**src/rtl/e_rr_alloc_pkg.sv**
```systemverilog
// Shared helpers for the round-robin slot allocator: derived widths and
// one-hot to binary encoding.
package e_pkg;

  localparam int MAX_N = 64;

  function automatic int idx_w(input int n);
    return (n > 1) ? $clog2(n) : 1;
  endfunction

  function automatic int cnt_w(input int n);
    return $clog2(n + 1);
  endfunction

  function automatic int onehot_to_idx(input logic [MAX_N-1:0] v);
    int r;
    r = 0;
    for (int i = 0; i < MAX_N; i++) begin
      if (v[i]) r = r | i;
    end
    return r;
  endfunction

endpackage

```
**src/rtl/e_priority.sv**
```systemverilog
// One priority segment: scans from the MSB down and grants the first clear
// x bit once armed; arming comes from cin_i or from passing a sel_i bit.
module e_priority #(
  parameter int W = 4
) (
  input  logic         cin_i,
  input  logic [W-1:0] x_i,
  input  logic [W-1:0] sel_i,
  output logic         vld_o,
  output logic [W-1:0] y_o,
  output logic         cout_o
);

  logic armed;
  logic found;

  always_comb begin
    armed = cin_i;
    found = 1'b0;
    y_o   = '0;
    for (int i = W - 1; i >= 0; i--) begin
      if (armed && !x_i[i] && !found) begin
        y_o[i] = 1'b1;
        found  = 1'b1;
      end
      // Arm after the selected bit so the search starts strictly below it.
      armed = armed | sel_i[i];
    end
    vld_o  = found;
    cout_o = armed & ~found;
  end

endmodule

```
**src/rtl/e_priority_chain.sv**
```systemverilog
// SEGS e_priority segments chained from the top segment downward; the carry
// lets an arming seen in an upper segment continue the search below it.
module e_priority_chain #(
  parameter int W    = 4,
  parameter int SEGS = 2
) (
  input  logic                cin_i,
  input  logic [SEGS*W-1:0]   x_i,
  input  logic [SEGS*W-1:0]   sel_i,
  output logic                vld_o,
  output logic [SEGS*W-1:0]   y_o,
  output logic                cout_o
);

  logic [SEGS:0]   carry;
  logic [SEGS-1:0] seg_vld;

  assign carry[SEGS] = cin_i;

  for (genvar s = 0; s < SEGS; s++) begin : g_seg
    e_priority #(.W(W)) u_seg (
      .cin_i  (carry[s+1]),
      .x_i    (x_i[s*W +: W]),
      .sel_i  (sel_i[s*W +: W]),
      .vld_o  (seg_vld[s]),
      .y_o    (y_o[s*W +: W]),
      .cout_o (carry[s])
    );
  end

  // A segment only grants when no upper segment did, so y_o stays one-hot.
  assign vld_o  = |seg_vld;
  assign cout_o = carry[0];

endmodule

```
**src/rtl/e_rr_alloc.sv**
```systemverilog
// Round-robin slot allocator: offers the next free slot below the last grant,
// wrapping to the top, and tracks busy slots, their count and misuse.
module e_rr_alloc
  import e_pkg::*;
#(
  parameter int W     = 4,
  parameter int SEGS  = 2,
  parameter int IDX_W = idx_w(SEGS * W),
  parameter int CNT_W = cnt_w(SEGS * W)
) (
  input  logic              clk,
  input  logic              rst_n,
  output logic              alloc_vld_o,
  input  logic              alloc_rdy_i,
  output logic [IDX_W-1:0]  alloc_idx_o,
  input  logic              free_vld_i,
  input  logic [IDX_W-1:0]  free_idx_i,
  output logic [SEGS*W-1:0] busy_o,
  output logic [CNT_W-1:0]  count_o,
  output logic              full_o,
  output logic              empty_o,
  output logic              err_o
);

  localparam int N = SEGS * W;

  // Handshake: a slot is taken exactly on a cycle where alloc_vld_o and
  // alloc_rdy_i are both high; alloc_vld_o never waits on alloc_rdy_i.
  logic [N-1:0]     busy;
  logic [N-1:0]     ptr;
  logic [CNT_W-1:0] count;
  logic             err;

  logic [N-1:0]     a_y, b_y, cand, busy_n;
  logic             a_vld, b_vld, a_cout, b_cout;
  logic             acc, free_in_range, free_hit;
  logic [CNT_W-1:0] count_n;
  logic             unused_cout;

  e_priority_chain #(.W(W), .SEGS(SEGS)) u_pass_a (
    .cin_i  (1'b0),
    .x_i    (busy),
    .sel_i  (ptr),
    .vld_o  (a_vld),
    .y_o    (a_y),
    .cout_o (a_cout)
  );

  e_priority_chain #(.W(W), .SEGS(SEGS)) u_pass_b (
    .cin_i  (1'b1),
    .x_i    (busy),
    .sel_i  ('0),
    .vld_o  (b_vld),
    .y_o    (b_y),
    .cout_o (b_cout)
  );

  assign unused_cout = a_cout | b_cout;

  assign cand        = a_vld ? a_y : b_y;
  assign alloc_vld_o = a_vld | b_vld;
  assign alloc_idx_o = alloc_vld_o ? IDX_W'(onehot_to_idx(MAX_N'(cand))) : '0;

  assign acc           = alloc_vld_o & alloc_rdy_i;
  assign free_in_range = 32'(free_idx_i) < N;
  // Releasing a free or nonexistent slot is ignored apart from raising err.
  assign free_hit      = free_vld_i & free_in_range & (free_in_range ? busy[free_idx_i] : 1'b0);

  always_comb begin
    busy_n = busy;
    if (free_hit) busy_n[free_idx_i] = 1'b0;
    if (acc)      busy_n = busy_n | cand;
    count_n = count + CNT_W'(acc) - CNT_W'(free_hit);
  end

  always_ff @(posedge clk) begin
    if (!rst_n) begin
      busy  <= '0;
      ptr   <= '0;
      count <= '0;
      err   <= 1'b0;
    end else begin
      busy  <= busy_n;
      count <= count_n;
      if (acc) ptr <= cand;
      if (free_vld_i && !free_hit) err <= 1'b1;
    end
  end

  assign busy_o  = busy;
  assign count_o = count;
  assign full_o  = (count == CNT_W'(N));
  assign empty_o = (count == '0);
  assign err_o   = err;

endmodule

```
**config.mk**
```make
export PLATFORM = sky130hd
export DESIGN_NAME = e_rr_alloc
export DESIGN_NICKNAME = d
export VERILOG_FILES = /design/src/rtl/e_rr_alloc_pkg.sv /design/src/rtl/e_priority.sv /design/src/rtl/e_priority_chain.sv /design/src/rtl/e_rr_alloc.sv
export SDC_FILE = /design/constraint.sdc
export NUM_CORES = 1
export LEC_CHECK = 0
export ABC_AREA = 1
export CAP_MARGIN = 10
export CORE_MARGIN = 2
export CORE_UTILIZATION = 40
export DETAILED_ROUTE_END_ITERATION = 8
export SKIP_CTS_REPAIR_TIMING = 1
export SLEW_MARGIN = 20
export SYNTH_ARGS = -nofsm -noshare
export SYNTH_HDL_FRONTEND = slang
export SYNTH_HIERARCHICAL = 1
export SYNTH_SLANG_ARGS = --single-unit
export TNS_END_PERCENT = 50
```
**constraint.sdc**
```tcl
create_clock -name clk -period 8.8 [get_ports clk]
set_input_delay 1.32 -clock clk [delete_from_list [all_inputs] [get_ports clk]]
set_output_delay 1.32 -clock clk [all_outputs]
set_load 0.01 [all_outputs]
```
==> results of run 1 <==
## flip-flops by register name, indices dropped and copies added (netlist names)
| register | cells |
|---|---|
| busy_o | 8 |
| count_o | 4 |
| err_o | 1 |
| ptr | 7 |
## routing by layer
metal | GRT usage (%) | share of wire [%] | vias up
met4 | 4.49 | 1.3 | 0
met1 | 22.4 | 51 | 648
met2 | 27.4 | 45 | 24
li1 | - | - | 811
met5 | 0 | 0 | -
met3 | 3.17 | 2.9 | 5
## cells in the final DEF, fill, tap and decap left out, drive strengths merged
master	count
clkbuf	4
xnor2	1
nor3	15
clkinv	5
conb	11
nor3b	2
or2	1
nand3	19
dfxtp	20
nor2	35
ha	6
inv	40
o21a	1
a21oi	21
nand2	50
fa	1
mux2i	4
o21ai	2
mux2	4
clkdlybuf4s50	25
nand4	4
## how the worst max path moves through the flow
stage	startpoint	endpoint	slack (ns)	depth (start not counted)
finish	busy_o[6]	alloc_idx_o[1]	4.36	14
global route	busy_o[6]	alloc_idx_o[1]	4.15	14
CTS	busy_o[6]	alloc_idx_o[1]	4.35	14
detailed placement	busy_o[6]	alloc_idx_o[1]	4.66	14
global placement	busy_o[6]	alloc_idx_o[2]	4.72	14
floorplan	busy_o[6]	alloc_idx_o[0]	5.37	14
## area by class of cell
cell class              instances  area share (%)
clock buffers                   4            2.62
repair buffers                 25            11.9
flip-flops and latches         20            19.0
inverters                      45            8.04
well taps                      50            2.98
multi-input cells             177            55.4
## power by group
part	switching (W)	total [W]	internal, W
Combinational	0.0000649	0.000123	0.0000580
Clock	0.0000322	0.0000722	0.0000399
Sequential	0.00000992	0.000109	0.0000995
## worst register-to-register path, cell delays in order, from the launching register on
cell,delay [ns]
dfxtp_1,0.49
nor2_2,0.11
nor2_4,0.12
nand3_4,0.08
nor2_2,0.14
inv_1,0.09
nor2_4,0.13
nor2_4,0.07
nand3_4,0.07
inv_1,0.04
nand2_1,0.31
nor2_2,0.11
inv_2,0.07
nand2_1,0.23
ha_1,0.38
inv_1,0.04
ha_1,0.20
fa_1,0.38
xnor2_1,0.16
nor2_1,0.05
## metrics by stage
| step | total power [W] | area (sq um) | std cells | setup WS [ns] | utilization, % |
|---|---|---|---|---|---|
| after CTS | 0.000309 | 2100 | 321 | 4.35 | 51.4 |
| final | 0.000304 | 2100 | 321 | 4.36 | 51.4 |
| after global placement | 0.000233 | 2050 | 317 | 4.72 | 50.1 |
| after detailed placement | 0.000234 | 2050 | 317 | 4.66 | 50.1 |
| after floorplan | 0.000191 | 1770 | 248 | 5.37 | - |
| after global routing | 0.000327 | 2100 | 321 | 4.15 | 51.4 |
==> metrics.md, run 1 <==
| Metric | Value |
|---|---|
| Placer Congestion | 0.834 |
| DRT Pass-1 Iters | 4 |
| Syn. warnings | 6 |
| Crit Reg-Reg Endpoint | count_o[2] |
| DRT antenna net count | 0 |
| Share of cells above drive strength 1 | 27.7% |
| Final HPWL DP | 3060 um |
| Drt first-iter violations | 46 |
| # IOs | 26 |
| LEAKAGE | 0.904 nW |
| Die width | 70.0 um |
| Fmax | 225 MHz |
| Worst hold start | err_o |
| Drt drc | 0 |
| Reg2reg setup slack | 5.41 ns |
| CTS buffer count | 3 |
| Hold WS | 0.468 ns |
| P per Cell Area | 145 nW/um^2 |
| Die span in y | 70.0 um |
| Fill count | 428 |
| CTS tree | done |
| Max incr delay on CP | 0.49 ns |
| Slew @ Worst Pin | 0.534 ns |
| Crit path cell chain | nor2_2 > nor2_4 > nand3_4 > nor2_2 > inv_1 > nor2_4 > nor2_4 > nand3_4 > inv_1 > nand2_1 > mux2_2 > nor3_1 > a21oi_1 > clkdlybuf4s50_1 |
| Clock sink count | 20 |
| Drt total wl | 3800 um |
| Die ar. | 4890 sq um |
| Clock Path Buffers | 2 |
| Crit path max fanout | 9 |
| Via/cell ratio | 4.64 |
| RSZ-0062 raised after global routing | no |
| Status | complete, no violations |
| Total negative setup slack | 0 ns |
| Startpoint Class | flip-flop |
| CP dominant cell by count | nor2_4 |
| Area grow syn2layout | 20.8% |
| Port Buffer Count | 25 |
| Max_cap viols | 0 |
| Peak VDD IR | 133 uV |
| Reg area | 400 sq um |
| Via count | 1,488 |
| Slew Limit Fails | 0 |
| Core Footprint | 4090 sq um |
| Layout Nets | 286 |
| Final Skew | 0.00492 ns |
| R2r startpoint | busy_o[6] |
| GRT Overall Usage | 16.7% |
| Worst rel slew slack | 64.2% |
| Clock-pin slew on the worst setup and hold paths | 0.08 ns |
| Global route overflow | 0 |
| Tmin final | 4.44 ns |
| Largest net degree at the start of global routing | 17 |
| Arr. time, crit path | 3.12 ns |
| Initial antenna violation count | 0 |
| Worst R2R Path Depth | 19 |
| Hold Crit Class | flip-flop to flip-flop |
| Mapped cell area | 1740 sq um |
| Syn avg cell area | 7.28 sq um |
| # setup viols final | 0 |
| ANT cells | 0 |
| Area of the multi-input gates | 1160 sq um |
| Crit end category | output port |
| Htree depth | 1 |
| Skew-Pair Late Insertion Delay | 0.27 ns |
| Hold path depth | 1 |
| Final Hold Viols | 0 |
| Initial core utilization | 42.6% |
| WHS Endpoint | err_o |
| CP delay by family, top | simple AND/OR/NAND/NOR gates |
| Post-DR wirelength/cell | 11.8 um |
| Post-Syn Instances | 239 |
| Number of global-route vias before repair | 1,417 |
| Row count | 23 |
| First-pass GRT wire length | 6530 um |
| CP max stage cell | dfxtp_1 |
| CTS root buf | clkbuf_8 |
| CP bufs+invs | 3 |
| Tcrit/Tclk final | 50.5% |
| CP Data Required Time | 7.48 ns |
| Setup CP Type | flip-flop to output port |
No activity file was read; power rests on OpenSTA's default activity.
==> run 2: changes to the inputs <==
- clock period: 8.8 -> 4.1 ns (I/O delays scaled with it)
==> run 2 against run 1 <==
Against the previous run: clock power grew 110%; flip-flop and latch count is the same; sequential share of layout area decreased by 0.068 points; first-iteration DRC count is 37% higher; largest power group unchanged.
==> metrics.md, run 2 (synthesis gave the netlist of run 1 again) <==
| Metric | Value |
|---|---|
| Clock Path Buffers | 2 (unchanged) |
| Fmax | 270 MHz |
| CTS tree | done |
| Commonest non-fill, non-tap cell in the layout | nand2_1 |
| Placer Congestion | 0.856 (+2.7%) |
| Global route overflow | 0 (unchanged) |
| CP dominant cell by count | nor2_4 |
| Slew @ Worst Pin | 0.527 ns (-0.00744 ns) |
| Area of the multi-input gates | 1160 sq um (unchanged) |
| Max FFs per register | 8 (unchanged) |
| Tmin final | 3.71 ns |
| Commonest non-fill, non-tap cells in the layout | nand2_1, inv_1, clkdlybuf4s50_1 |
| Number of global-route vias before repair | 1,510 (+6.6%) |
| CP delay by family, top | simple AND/OR/NAND/NOR gates |
| Peak VDD IR | 229 uV (+73%) |
| Total negative setup slack | 0 ns (unchanged) |
| DRT Pass-1 Iters | 5 (+1) |
| Fill count | 427 (-0.23%) |
| Skew-Pair Late Insertion Delay | 0.26 ns (about the same) |
| Row count | 23 (unchanged) |
| Startpoint Class | flip-flop |
| P per Cell Area | 307 nW/um^2 (+110%) |
| Hold Crit Class | flip-flop to flip-flop |
| Htree depth | 1 (unchanged) |
| Die ar. | 4890 sq um (unchanged) |
| Final Skew | 0.00369 ns (-0.00123 ns) |
| Setup CP Type | flip-flop to output port |
| CTS root buf | clkbuf_8 |
| LEAKAGE | 0.908 nW (+0.53%) |
| Port Buffer Count | 25 (unchanged) |
| Arr. time, crit path | 3.09 ns (-0.03 ns) |
| CP Data Required Time | 3.48 ns (-4.00 ns) |
| Placed Instance Area | 2050 sq um (+0.37%) |
| Drt total wl | 3790 um (-0.34%) |
| CTS buffer count | 3 (unchanged) |
| Drt drc | 0 (unchanged) |
| Core Footprint | 4090 sq um (unchanged) |
| DRT antenna net count | 0 (unchanged) |
| Final Hold Viols | 0 (unchanged) |
| Initial antenna violation count | 0 (unchanged) |
| Max incr delay on CP | 0.49 ns (about the same) |
| Largest net degree at the start of global routing | 17 (unchanged) |
| CP max stage cell | dfxtp_1 |
| Reg area | 400 sq um (unchanged) |
| GRT Overall Usage | 16.6% (-0.13 points) |
| Die span in y | 70.0 um (unchanged) |
| Share of cells above drive strength 1 | 27.9% (+0.27 points) |
| Drt first-iter violations | 63 (+37%) |
| Via count | 1,520 (+2.2%) |
| Via/cell ratio | 4.72 (+1.8%) |
| Crit path cell chain | nor2_2 > nor2_4 > nand3_4 > nor2_2 > inv_1 > nor2_4 > nor2_4 > nand3_4 > inv_1 > nand2_1 > mux2_2 > nor3_1 > a21oi_1 > clkdlybuf4s50_1 |
| Clock sink count | 20 (unchanged) |
| CP bufs+invs | 3 (unchanged) |
| Finished Cell Area | 2110 sq um (+0.36%) |
| Initial core utilization | 42.6% (unchanged) |
| Status | complete, no violations |
| # IOs | 26 (unchanged) |
| Die width | 70.0 um (unchanged) |
| Crit end category | output port |
| Worst rel slew slack | 64.7% (+0.50 points) |
| First-pass GRT wire length | 6710 um (+2.7%) |
| Post-DR wirelength/cell | 11.8 um (-0.65%) |
| Clock-pin slew on the worst setup and hold paths | 0.07 ns (about the same) |
| Slew Limit Fails | 0 (unchanged) |
| Final HPWL DP | 3070 um (+0.44%) |
| Tcrit/Tclk final | 90.4% |
| Area grow syn2layout | 21.2% |
| RSZ-0062 raised after global routing | no |
| Crit path max fanout | 9 (unchanged) |
| # setup viols final | 0 (unchanged) |
| Layout Nets | 287 (+0.35%) |
| Max_cap viols | 0 (unchanged) |
| ANT cells | 0 (unchanged) |
run 2: cell count changes in the layout (fill, tap and decap cells not counted):
cell   delta
buf_4     +1
run 2: metrics by stage:
step | utilization [%] | cells | power (W) | hold slack [ns] | setup WS [ns]
CTS | 51.6 | 322 | 0.000657 | 0.474 | 0.372
detailed placement | 50.3 | 318 | 0.000502 | 0.458 | 0.668
global placement | 50.3 | 318 | 0.000502 | 0.452 | 0.722
floorplan | - | 248 | 0.000409 | 0.444 | 1.13
finish | 51.6 | 322 | 0.000649 | 0.472 | 0.393
global route | 51.6 | 322 | 0.000693 | 0.494 | 0.159
run 2: worst register-to-register path, cell delays in order (launching register included):
cell and delay [ns]:
dfxtp_1 0.49, nor2_2 0.11, nor2_4 0.12, nand3_4 0.08, nor2_2 0.14, inv_1 0.09
nor2_4 0.14, nor2_4 0.07, nand3_4 0.06, inv_1 0.04, nand2_1 0.30, nor2_2 0.10
inv_2 0.07, nand2_1 0.10, ha_1 0.29, inv_1 0.04, ha_1 0.20, fa_1 0.39
xnor2_1 0.17, nor2_1 0.05
run 2: path summary, 6_finish.rpt:
path / slack [ns] / end / depth (start not counted) / from
worst max-delay path: 0.39 / alloc_idx_o[1] / 14 / busy_o[6]
worst min-delay path: 0.47 / ptr[4] / 2 / ptr[4]
worst max register to register: 0.94 / count_o[2] / 19 / busy_o[6]
worst min register to register: 0.47 / ptr[4] / 2 / ptr[4]
run 2: where the power goes:
part           total, W  internal (W)  leakage (nW)  switching, W
registers      0.000234      0.000213         0.163     0.0000210
clock network  0.000152     0.0000855        0.0288     0.0000665
logic          0.000262      0.000125         0.716      0.000137
run 2: layout make-up:
cell class | instances | share of cell area, %
multi-input combinational | 177 | 55.2
sequential | 20 | 19.0
timing repair buffer | 26 | 12.2
inverter | 45 | 8.01
tap | 50 | 2.97
clock buffer | 4 | 2.61
run 2: metal layers:
metal | track usage (%) | wire length [um] | vias to the layer above
li1 | - | - | 814
met1 | 22.2 | 1850 | 680
met2 | 29.1 | 1820 | 26
met3 | 2.60 | 117 | 0
met4 | 1.50 | 0 | 0
met5 | 0 | 0 | -
